### config.mk
export PLATFORM = sky130hd
export DESIGN_NAME = ffnn_scheduler
export DESIGN_NICKNAME = d
export VERILOG_FILES = /design/src/rtl/ffnn_scheduler.sv
export SDC_FILE = /design/constraint.sdc
export NUM_CORES = 1
export LEC_CHECK = 0
export ABC_AREA = 1
export ABC_CLOCK_PERIOD_IN_PS = 3400
export BUFFER_PORTS_ARGS = -buffer_cell sky130_fd_sc_hd__buf_4
export CAP_MARGIN = 0
export CORE_ASPECT_RATIO = 0.8
export CORE_MARGIN = 3
export CORE_UTILIZATION = 46
export CTS_CLUSTER_SIZE = 14
export DETAILED_ROUTE_END_ITERATION = 8
export PLACE_DENSITY = 0.87
export SLEW_MARGIN = 20
export SYNTH_ARGS = -nofsm -noshare
export SYNTH_HDL_FRONTEND = slang
export SYNTH_SLANG_ARGS = --single-unit
### constraint.sdc
create_clock -name CLK -period 3.4 [get_ports CLK]
set_input_delay 0.34 -clock CLK [delete_from_list [all_inputs] [get_ports CLK]]
set_output_delay 0.34 -clock CLK [all_outputs]
set_load 0.05 [all_outputs]
### src/rtl/ffnn_scheduler.sv
// Shares one FeedForwardNN between NREQ requesters, one transaction in flight.
// Define FFNN_SCHED_FIXED_PRIO_EN for fixed lowest-index priority instead of round-robin.
module ffnn_scheduler #(
    parameter int NREQ = 4,
    parameter int W    = 9,
    parameter int LAT  = 1,
    parameter int IDW  = 3
) (
    input  logic                     CLK,
    input  logic                     RST,
    input  logic [NREQ-1:0]          req_valid,
    output logic [NREQ-1:0]          req_ready,
    input  logic [NREQ*4*W-1:0]      req_data,
    output logic signed [W-1:0]      nn_x0,
    output logic signed [W-1:0]      nn_x1,
    output logic signed [W-1:0]      nn_x2,
    output logic signed [W-1:0]      nn_x3,
    input  logic                     nn_y0,
    input  logic                     nn_y1,
    output logic                     rsp_valid,
    input  logic                     rsp_ready,
    output logic [IDW-1:0]           rsp_id,
    output logic                     rsp_y0,
    output logic                     rsp_y1
);

    localparam int PW = (NREQ > 1) ? $clog2(NREQ) : 1;
    localparam int CW = (LAT > 0) ? $clog2(LAT + 1) : 1;

    typedef enum logic [1:0] {
        S_IDLE = 2'd0,
        S_WAIT = 2'd1,
        S_RESP = 2'd2
    } state_t;

    state_t          state_r;
    logic [CW-1:0]   cnt_r;
    logic [PW-1:0]   start_s;
    logic [PW-1:0]   grant_s;
    logic [PW-1:0]   ptr_next_s;
    logic            found_s;
    logic            hit_s;
    logic            accept_s;
    logic [4*W-1:0]  sel_s;

`ifdef FFNN_SCHED_FIXED_PRIO_EN
    // Fixed priority: the search always starts at requester 0.
    always_comb begin
        start_s = '0;
    end
`else
    logic [PW-1:0]   ptr_r;

    // Round-robin: the search starts at the pointer.
    always_comb begin
        start_s = ptr_r;
    end
`endif

    // Two-pass search: indices at/above start first, then the wrapped-around ones.
    always_comb begin
        grant_s = '0;
        found_s = 1'b0;
        hit_s   = 1'b0;
        for (int i = 0; i < NREQ; i++) begin
            hit_s   = !found_s && req_valid[i] && (PW'(i) >= start_s);
            grant_s = hit_s ? PW'(i) : grant_s;
            found_s = found_s | hit_s;
        end
        for (int i = 0; i < NREQ; i++) begin
            hit_s   = !found_s && req_valid[i] && (PW'(i) < start_s);
            grant_s = hit_s ? PW'(i) : grant_s;
            found_s = found_s | hit_s;
        end
    end

    // Mux the granted requester's vector.
    always_comb begin
        sel_s = '0;
        for (int i = 0; i < NREQ; i++) begin
            sel_s = (grant_s == PW'(i)) ? req_data[i*4*W +: 4*W] : sel_s;
        end
    end

    // Pointer successor, wrapping at NREQ-1.
    always_comb begin
        ptr_next_s = (grant_s == PW'(NREQ - 1)) ? '0 : grant_s + 1'b1;
    end

    // Grant is combinational and only in IDLE outside reset.
    always_comb begin
        accept_s  = !RST && (state_r == S_IDLE) && found_s;
        req_ready = '0;
        for (int i = 0; i < NREQ; i++) begin
            req_ready[i] = accept_s && (grant_s == PW'(i));
        end
    end

    // Transaction FSM with registered network drive and response outputs.
    always_ff @(posedge CLK) begin
        if (RST) begin
            state_r   <= S_IDLE;
            cnt_r     <= '0;
`ifndef FFNN_SCHED_FIXED_PRIO_EN
            ptr_r     <= '0;
`endif
            nn_x0     <= '0;
            nn_x1     <= '0;
            nn_x2     <= '0;
            nn_x3     <= '0;
            rsp_valid <= 1'b0;
            rsp_id    <= '0;
            rsp_y0    <= 1'b0;
            rsp_y1    <= 1'b0;
        end else begin
            case (state_r)
                S_IDLE: begin
                    if (found_s) begin
                        nn_x0   <= sel_s[0*W +: W];
                        nn_x1   <= sel_s[1*W +: W];
                        nn_x2   <= sel_s[2*W +: W];
                        nn_x3   <= sel_s[3*W +: W];
                        rsp_id  <= IDW'(grant_s);
                        cnt_r   <= CW'(LAT);
`ifndef FFNN_SCHED_FIXED_PRIO_EN
                        ptr_r   <= ptr_next_s;
`endif
                        state_r <= S_WAIT;
                    end else begin
                        state_r <= S_IDLE;
                    end
                end
                S_WAIT: begin
                    if (cnt_r == '0) begin
                        rsp_y0    <= nn_y0;
                        rsp_y1    <= nn_y1;
                        rsp_valid <= 1'b1;
                        state_r   <= S_RESP;
                    end else begin
                        cnt_r     <= cnt_r - 1'b1;
                    end
                end
                S_RESP: begin
                    if (rsp_ready) begin
                        rsp_valid <= 1'b0;
                        state_r   <= S_IDLE;
                    end else begin
                        state_r   <= S_RESP;
                    end
                end
                default: begin
                    state_r <= S_IDLE;
                end
            endcase
        end
    end

endmodule

Word level (Yosys, flattened, before mapping)
Cells that the tools add are included.
{"block": "op_classes", "addsub": 2, "n_lt_le_gt_ge": 8, "n_eq_ne": 8, "n_mux": 22, "n_bitwise": 8, "n_reduce_logical": 37}
{"operator": "$mux W36", "n": 4}
{"operator": "$logic_and A1 B1 Y1", "n": 21}
{"operator": "$mux W2", "n": 9}
{"operator": "$logic_not A1 Y1", "n": 8}
{"operator": "$or A1 B1 Y1", "n": 7}
{"operator": "$eq A2 B2 Y1 const B", "n": 3}
{"operator": "$mux W1", "n": 6}
{"operator": "$ne A2 B2 Y1 const B", "n": 3}
{"operator": "$pmux W2 S3", "n": 1}
{"operator": "$reduce_and A2 Y1", "n": 3}
{"operator": "$eq A2 B1 Y1 const B", "n": 2}
{"operator": "$ge A1 B2 Y1 const A", "n": 2}
{"operator": "$ge A2 B2 Y1 const A", "n": 2}
{"operator": "$logic_not A2 Y1", "n": 2}
{"operator": "$lt A1 B2 Y1 const A", "n": 2}
{"operator": "$lt A2 B2 Y1 const A", "n": 2}
{"operator": "$pmux W1 S2", "n": 2}
{"operator": "$reduce_bool A2 Y1", "n": 2}
{"operator": "$reduce_and A3 Y1", "n": 1}
{"operator": "$add A2 B1 Y2 const B", "n": 1}
{"operator": "$not A1 Y1", "n": 1}
{"operator": "$sub A1 B1 Y1 const B", "n": 1}
{"block": "word_totals", "reg_bits": 46, "output_inout_bits": 46}

Longest topological paths before layout
{"block": "depth", "ltp_word": 35, "mapped_depth": 17, "mapped_depth_nobuf": 16}

Worst setup path before layout
Ideal clock, no wire load.
{"block": "synth_timing", "path_type": "register to output", "from": "register ptr_r[1]", "to": "output req_ready[3]", "arrival_ns": 2.305, "required_ns": 3.060, "setup_slack_ns": 0.755, "path_stages_with_launch": 10, "n_path_buf": 2, "cell_sequence": "dfxtp_1 > inv_1 > nand2_1 > nand2_1 > o21ai_0 > ha_1 > clkbuf_1 > clkbuf_1 > inv_1 > nor2_1"}
{"block": "synth_via", "elab_chain_len": 32}
{"item": "start: declaration", "line": "52", "rtl": "logic [PW-1:0] ptr_r;"}
{"item": "start signal: assignment", "line": "126", "rtl": "ptr_r <= ptr_next_s;"}
{"item": "$ge A1 B2 Y1", "line": "66", "rtl": "hit_s = !found_s && req_valid[i] && (PW'(i) >= start_s);"}
{"item": "$logic_and A1 B1 Y1", "line": "66"}
{"item": "$logic_not A1 Y1", "line": "66"}
{"item": "$logic_and A1 B1 Y1 (2 in a row)", "line": "66"}
{"item": "$or A1 B1 Y1", "line": "68", "rtl": "found_s = found_s | hit_s;"}
{"item": "$logic_not A1 Y1", "line": "66"}
{"item": "$logic_and A1 B1 Y1 (2 in a row)", "line": "66"}
{"item": "$or A1 B1 Y1", "line": "68"}
{"item": "(+13 left out)"}
{"item": "$logic_and A1 B1 Y1 (2 in a row)", "line": "71", "rtl": "hit_s = !found_s && req_valid[i] && (PW'(i) < start_s);"}
{"item": "$or A1 B1 Y1", "line": "73", "rtl": "found_s = found_s | hit_s;"}
{"item": "$logic_not A1 Y1", "line": "71"}
{"item": "$logic_and A1 B1 Y1 (2 in a row)", "line": "71"}
{"item": "$mux W2 *", "line": "72", "rtl": "grant_s = hit_s ? PW'(i) : grant_s;"}
{"item": "via grant_s[1]", "line": "39", "rtl": "logic [PW-1:0] grant_s;"}
{"item": "$eq A2 B2 Y1 *", "line": "95", "rtl": "req_ready[i] = accept_s && (grant_s == PW'(i));"}
{"item": "$logic_and A1 B1 Y1 *", "line": "95"}
{"item": "end: declaration", "line": "12", "rtl": "output logic [NREQ-1:0] req_ready,"}
The timed path passes the listed nets; every way through them passes the cells marked *.

Worst setup path in the final report
{"block": "layout_timing", "from": "register ptr_r[0]", "to": "output req_ready[1]"}
{"block": "layout_via", "elab_chain_len": 32}
{"item": "$ge A1 B2 Y1", "line": "66"}
{"item": "$logic_and A1 B1 Y1", "line": "66"}
{"item": "$logic_not A1 Y1", "line": "66"}
{"item": "$logic_and A1 B1 Y1 (2 in a row)", "line": "66"}
{"item": "$or A1 B1 Y1", "line": "68"}
{"item": "$logic_not A1 Y1", "line": "66"}
{"item": "$logic_and A1 B1 Y1 (2 in a row)", "line": "66"}
{"item": "$or A1 B1 Y1", "line": "68"}
{"item": "(+13 left out)"}
{"item": "$logic_and A1 B1 Y1 (2 in a row)", "line": "71"}
{"item": "$or A1 B1 Y1", "line": "73"}
{"item": "$logic_not A1 Y1", "line": "71"}
{"item": "$logic_and A1 B1 Y1 (2 in a row)", "line": "71"}
{"item": "$mux W2 *", "line": "72"}
{"item": "via grant_s[1]", "line": "39"}
{"item": "$eq A2 B1 Y1 *", "line": "95"}
{"item": "$logic_and A1 B1 Y1 *", "line": "95"}
Marked as above.

==> out/qor.csv <==
stage,metric,value,unit
yosys,syn_area_per_cell,5.827,µm²
finish,FF/Latch Area,920.9,µm²
worst_setup_path,CP Cell Sequence,nand2_1 -> a21oi_2 -> o21ai_0 -> inv_1 -> ha_1 -> buf_4 -> inv_1 -> nor2_1 -> buf_4,
global_route,GRT Resource Usage Total,26.82,%
place,RD Place Congestion,0.8828,
sta,RSZ-0062 raised after global routing,no,
floorplanning,FP Rows,25,
worst_setup_path,CP endpoint kind,output pin,
drt,Iter 0 DRT Violations,195,
power,Reg power frac,25.3,%
finish,fin nets,849,
sta,Worst-Margin Slew,0.8295,ns
cts,number of CTS-inserted buffers,5,
min_path,worst hold path depth,2,
floorplanning,chip width,96.39,µm
cts,CTS tree,done,
global_route,largest net degree at the start of global routing,44,
global_route,gr ovfl total,0,
place,port buffer count,197,
power,clock share of power,11.3,%
cts,clock tree buffer depth,2,
global_route,first-pass GRT wire length,16230,µm
finish,area grow syn2layout,52.23,%
floorplanning,Die Y,78.31,µm
yosys,syn_nets,673,
cts,later-pin clock latency in the skew report,0.29,ns
worst_setup_path,Bufs and invs on worst path,4,
power,cell internal pwr,1.505,mW
min_path,Hold EP,state_r[1],
floorplanning,I/O pin count,199,
global_route,initial antenna violation count,0,
global_route,vias in the first global route,3579,
worst_setup_path,"Arr. time, crit path",2.83,ns
place,Placed Cells,766,
finish,share of cells above drive strength 1,32.90,%
power,VDD IR max,0.4225,mV
drt,ANT nets after route,0,
floorplanning,Core Region,6131,µm²
drt,final WL,10790,µm
drt,drt drc,0,
sta,final setup TNS,0,ns
sta,"Hold Violations, Final",0,
yosys,main flop type after synthesis,dfxtp_1,
worst_setup_path,reg-to-reg startpoint,ptr_r[1],
floorplanning,Starting Density,49.04,%
drt,Via Count,3936,
worst_setup_path,Worst path top cell family by delay,buffers and inverters,
power,switching share of total power,50.28,%
min_path,Hold Startpoint,RST,
power,Switching Power,1.522,mW
sta,Final period util,93.19,%
status,status,"complete, no violations",
worst_setup_path,CP peak stage delay,0.71,ns
worst_setup_path,reg-to-reg critical path endpoint,nn_x3[7],
sta,Fmax,0.3156,GHz
finish,multi-input logic area,1856,µm²
cts,# hold bufs at CTS,0,
place,post-DP HPWL,7965,µm
worst_setup_path,CP Launch Type,register,
yosys,Synthesis Warnings,0,
power,leak pwr,2.487,nW
cts,CTS resizes,0,
place,dpl ws,0.6112,ns
sta,slew margin rel.,44.70,%
sta,number of max-slew violations in the final report,0,
finish,"Cell Count, Final, Fillers Out",774,
power,Total Power,3.028,mW
sta,count of final setup violators,0,
worst_setup_path,R2R setup slack,0.53,ns
floorplanning,Die ar.,7548,µm²
drt,Via density,5.085,
worst_setup_path,R2R cell count,14,
worst_setup_path,Worst EP required,3.06,ns
yosys,share of the yosys chip area belonging to registers,30.63,%
cts,Clock Root Buffer,clkbuf_8,
drt,drt pass-1 iters,4,
finish,Layout fillers,548,
cts,H-Tree Depth,2,
cts,Post-CTS Setup Inserts,0,
min_path,Hold Path Class,input pin to register,
power,Power Dens Cells,661.5,nW/µm²
yosys,synthesized flop and latch total,46,
yosys,asr flop ratio synth,0,%
power,logic gate share of total power,63.4,%
sta,"Min Clock Period, post-route",3.169,ns
yosys,Synth cell types,21,
flow_run,Max Cap Viol,0,
worst_setup_path,critical path's slowest cell,ha_1,
sta,Worst Skew,0.005686,ns
yosys,cell count after synthesis,516,
worst_setup_path,worst-path fanout max,21,
drt,DR WL/cell,13.94,µm
worst_setup_path,critical path type,register to output pin,
yosys,Post-Syn Area,3007,µm²
cts,clk sinks,46,
sta,setup ws final,0.2314,ns
finish,ANT cells,0,
cts,Worst-path clk slew,0.08,ns
yosys,"EDFF count, synth",0,
==> cell type report <==
type	instances	area share (%)
sequential	46	20.12
tap	81	2.214
inverter	17	1.394
clock inverter	1	0.1093
multi-input combinational	418	40.54
timing repair buffer	204	33.73
clock buffer	7	1.886
==> synthesized netlist by cell type, drive strengths merged (3+ instances only) <==
cell / n / area share, %
nor2: 158 / 20
a21oi: 44 / 7.6
nand3: 3 / 0.50
clkbuf: 15 / 1.9
inv: 16 / 2.0
a22oi: 36 / 9.0
ha: 4 / 1.7
nand4: 4 / 0.83
buf: 20 / 3.7
dfxtp: 46 / 31
o21ai: 6 / 1.0
nand2: 162 / 21
==> cell usage in the layout (no fill, tap or decap) <==
cell	netlist	final
conb_1	1	1
inv_2	2	2
nor2_1	157	157
nor2_2	1	1
buf_12	0	1
nand3_1	3	3
a21oi_1	42	42
inv_1	14	14
o21ai_0	6	6
nand2_2	11	11
clkbuf_1	15	1
ha_2	0	1
buf_4	3	203
dfxtp_1	46	46
ha_1	4	3
nand2_1	151	151
a22oi_1	36	36
a21oi_2	2	2
clkinv_2	0	1
clkbuf_8	0	6
nand4_1	4	4
clkinv_1	1	1
==> worst register-to-register path, cell delays in order, from the launching register on <==
cell and delay [ns]:
dfxtp_1 0.38, inv_1 0.08, nand2_1 0.10, nand2_1 0.06, o21ai_0 0.42, inv_1 0.14
ha_1 0.51, nor2_2 0.20, buf_4 0.36, nand2_1 0.12, nand2_1 0.07, a22oi_1 0.08
nand2_2 0.11, nand2_1 0.06, nor2_1 0.12
==> power by group through the flow <==
stage                     clock network [mW]  logic, mW  registers, mW
after global routing                   0.372       2.10          0.782
after global placement                     0       1.87          0.769
after CTS                              0.348       1.91          0.765
final                                  0.343       1.92          0.766
after detailed placement                   0       1.91          0.777
after floorplan                            0      0.911           1.22
==> flip-flops by register name, indices dropped and copies added (netlist names) <==
name / cells
rsp_y0: 1
rsp_valid: 1
rsp_y1: 1
nn_x0: 9
rsp_id: 2
nn_x3: 9
state_r: 2
nn_x2: 9
nn_x1: 9
cnt_r: 1
ptr_r: 2
==> metrics by stage <==
step	cell area, µm²	hold slack (ns)	util [%]
after global placement	4486	0.4357	73.16
after global routing	4577	0.2244	74.65
after floorplan	3007	0.4091	-
final	4577	0.2329	74.65
after detailed placement	4486	0.4435	73.16
after CTS	4577	0.2258	74.65
==> worst max path at each step <==
stage          slack, ns           end  cells past startpoint         start
2_1_floorplan       0.75  req_ready[3]                      9      ptr_r[1]
3_3_place_gp        0.72  req_ready[1]                      9  req_valid[2]
3_5_place_dp        0.61      nn_x3[5]                     14  req_valid[1]
4_1_cts             0.29  req_ready[1]                      9      ptr_r[1]
5_1_grt             0.04  req_ready[1]                      9      ptr_r[0]
6_report            0.23  req_ready[1]                      9      ptr_r[0]
==> kinds of logic after synthesis <==
family                   share of synthesized area, %
buffers and inverters                           7.740
flip-flops                                      30.63
AND/OR/NAND/NOR                                 42.28
other                                          0.1247
AO/OA/AOI/OAI                                   17.56
adder cells (fa/ha/maj)                         1.665
==> layer usage <==
layer  vias to the layer above  track usage [%]  routed length, µm  part of all wire, %
met5                         -                0                  0                    0
met4                         0            7.283                218                  2.0
met3                        18            5.460                922                  8.5
met2                       174            46.45               5185                   48
met1                      1757            33.51               4461                   41
li1                       1987                -                  -                    -
No activity file was read; power rests on OpenSTA's default activity.
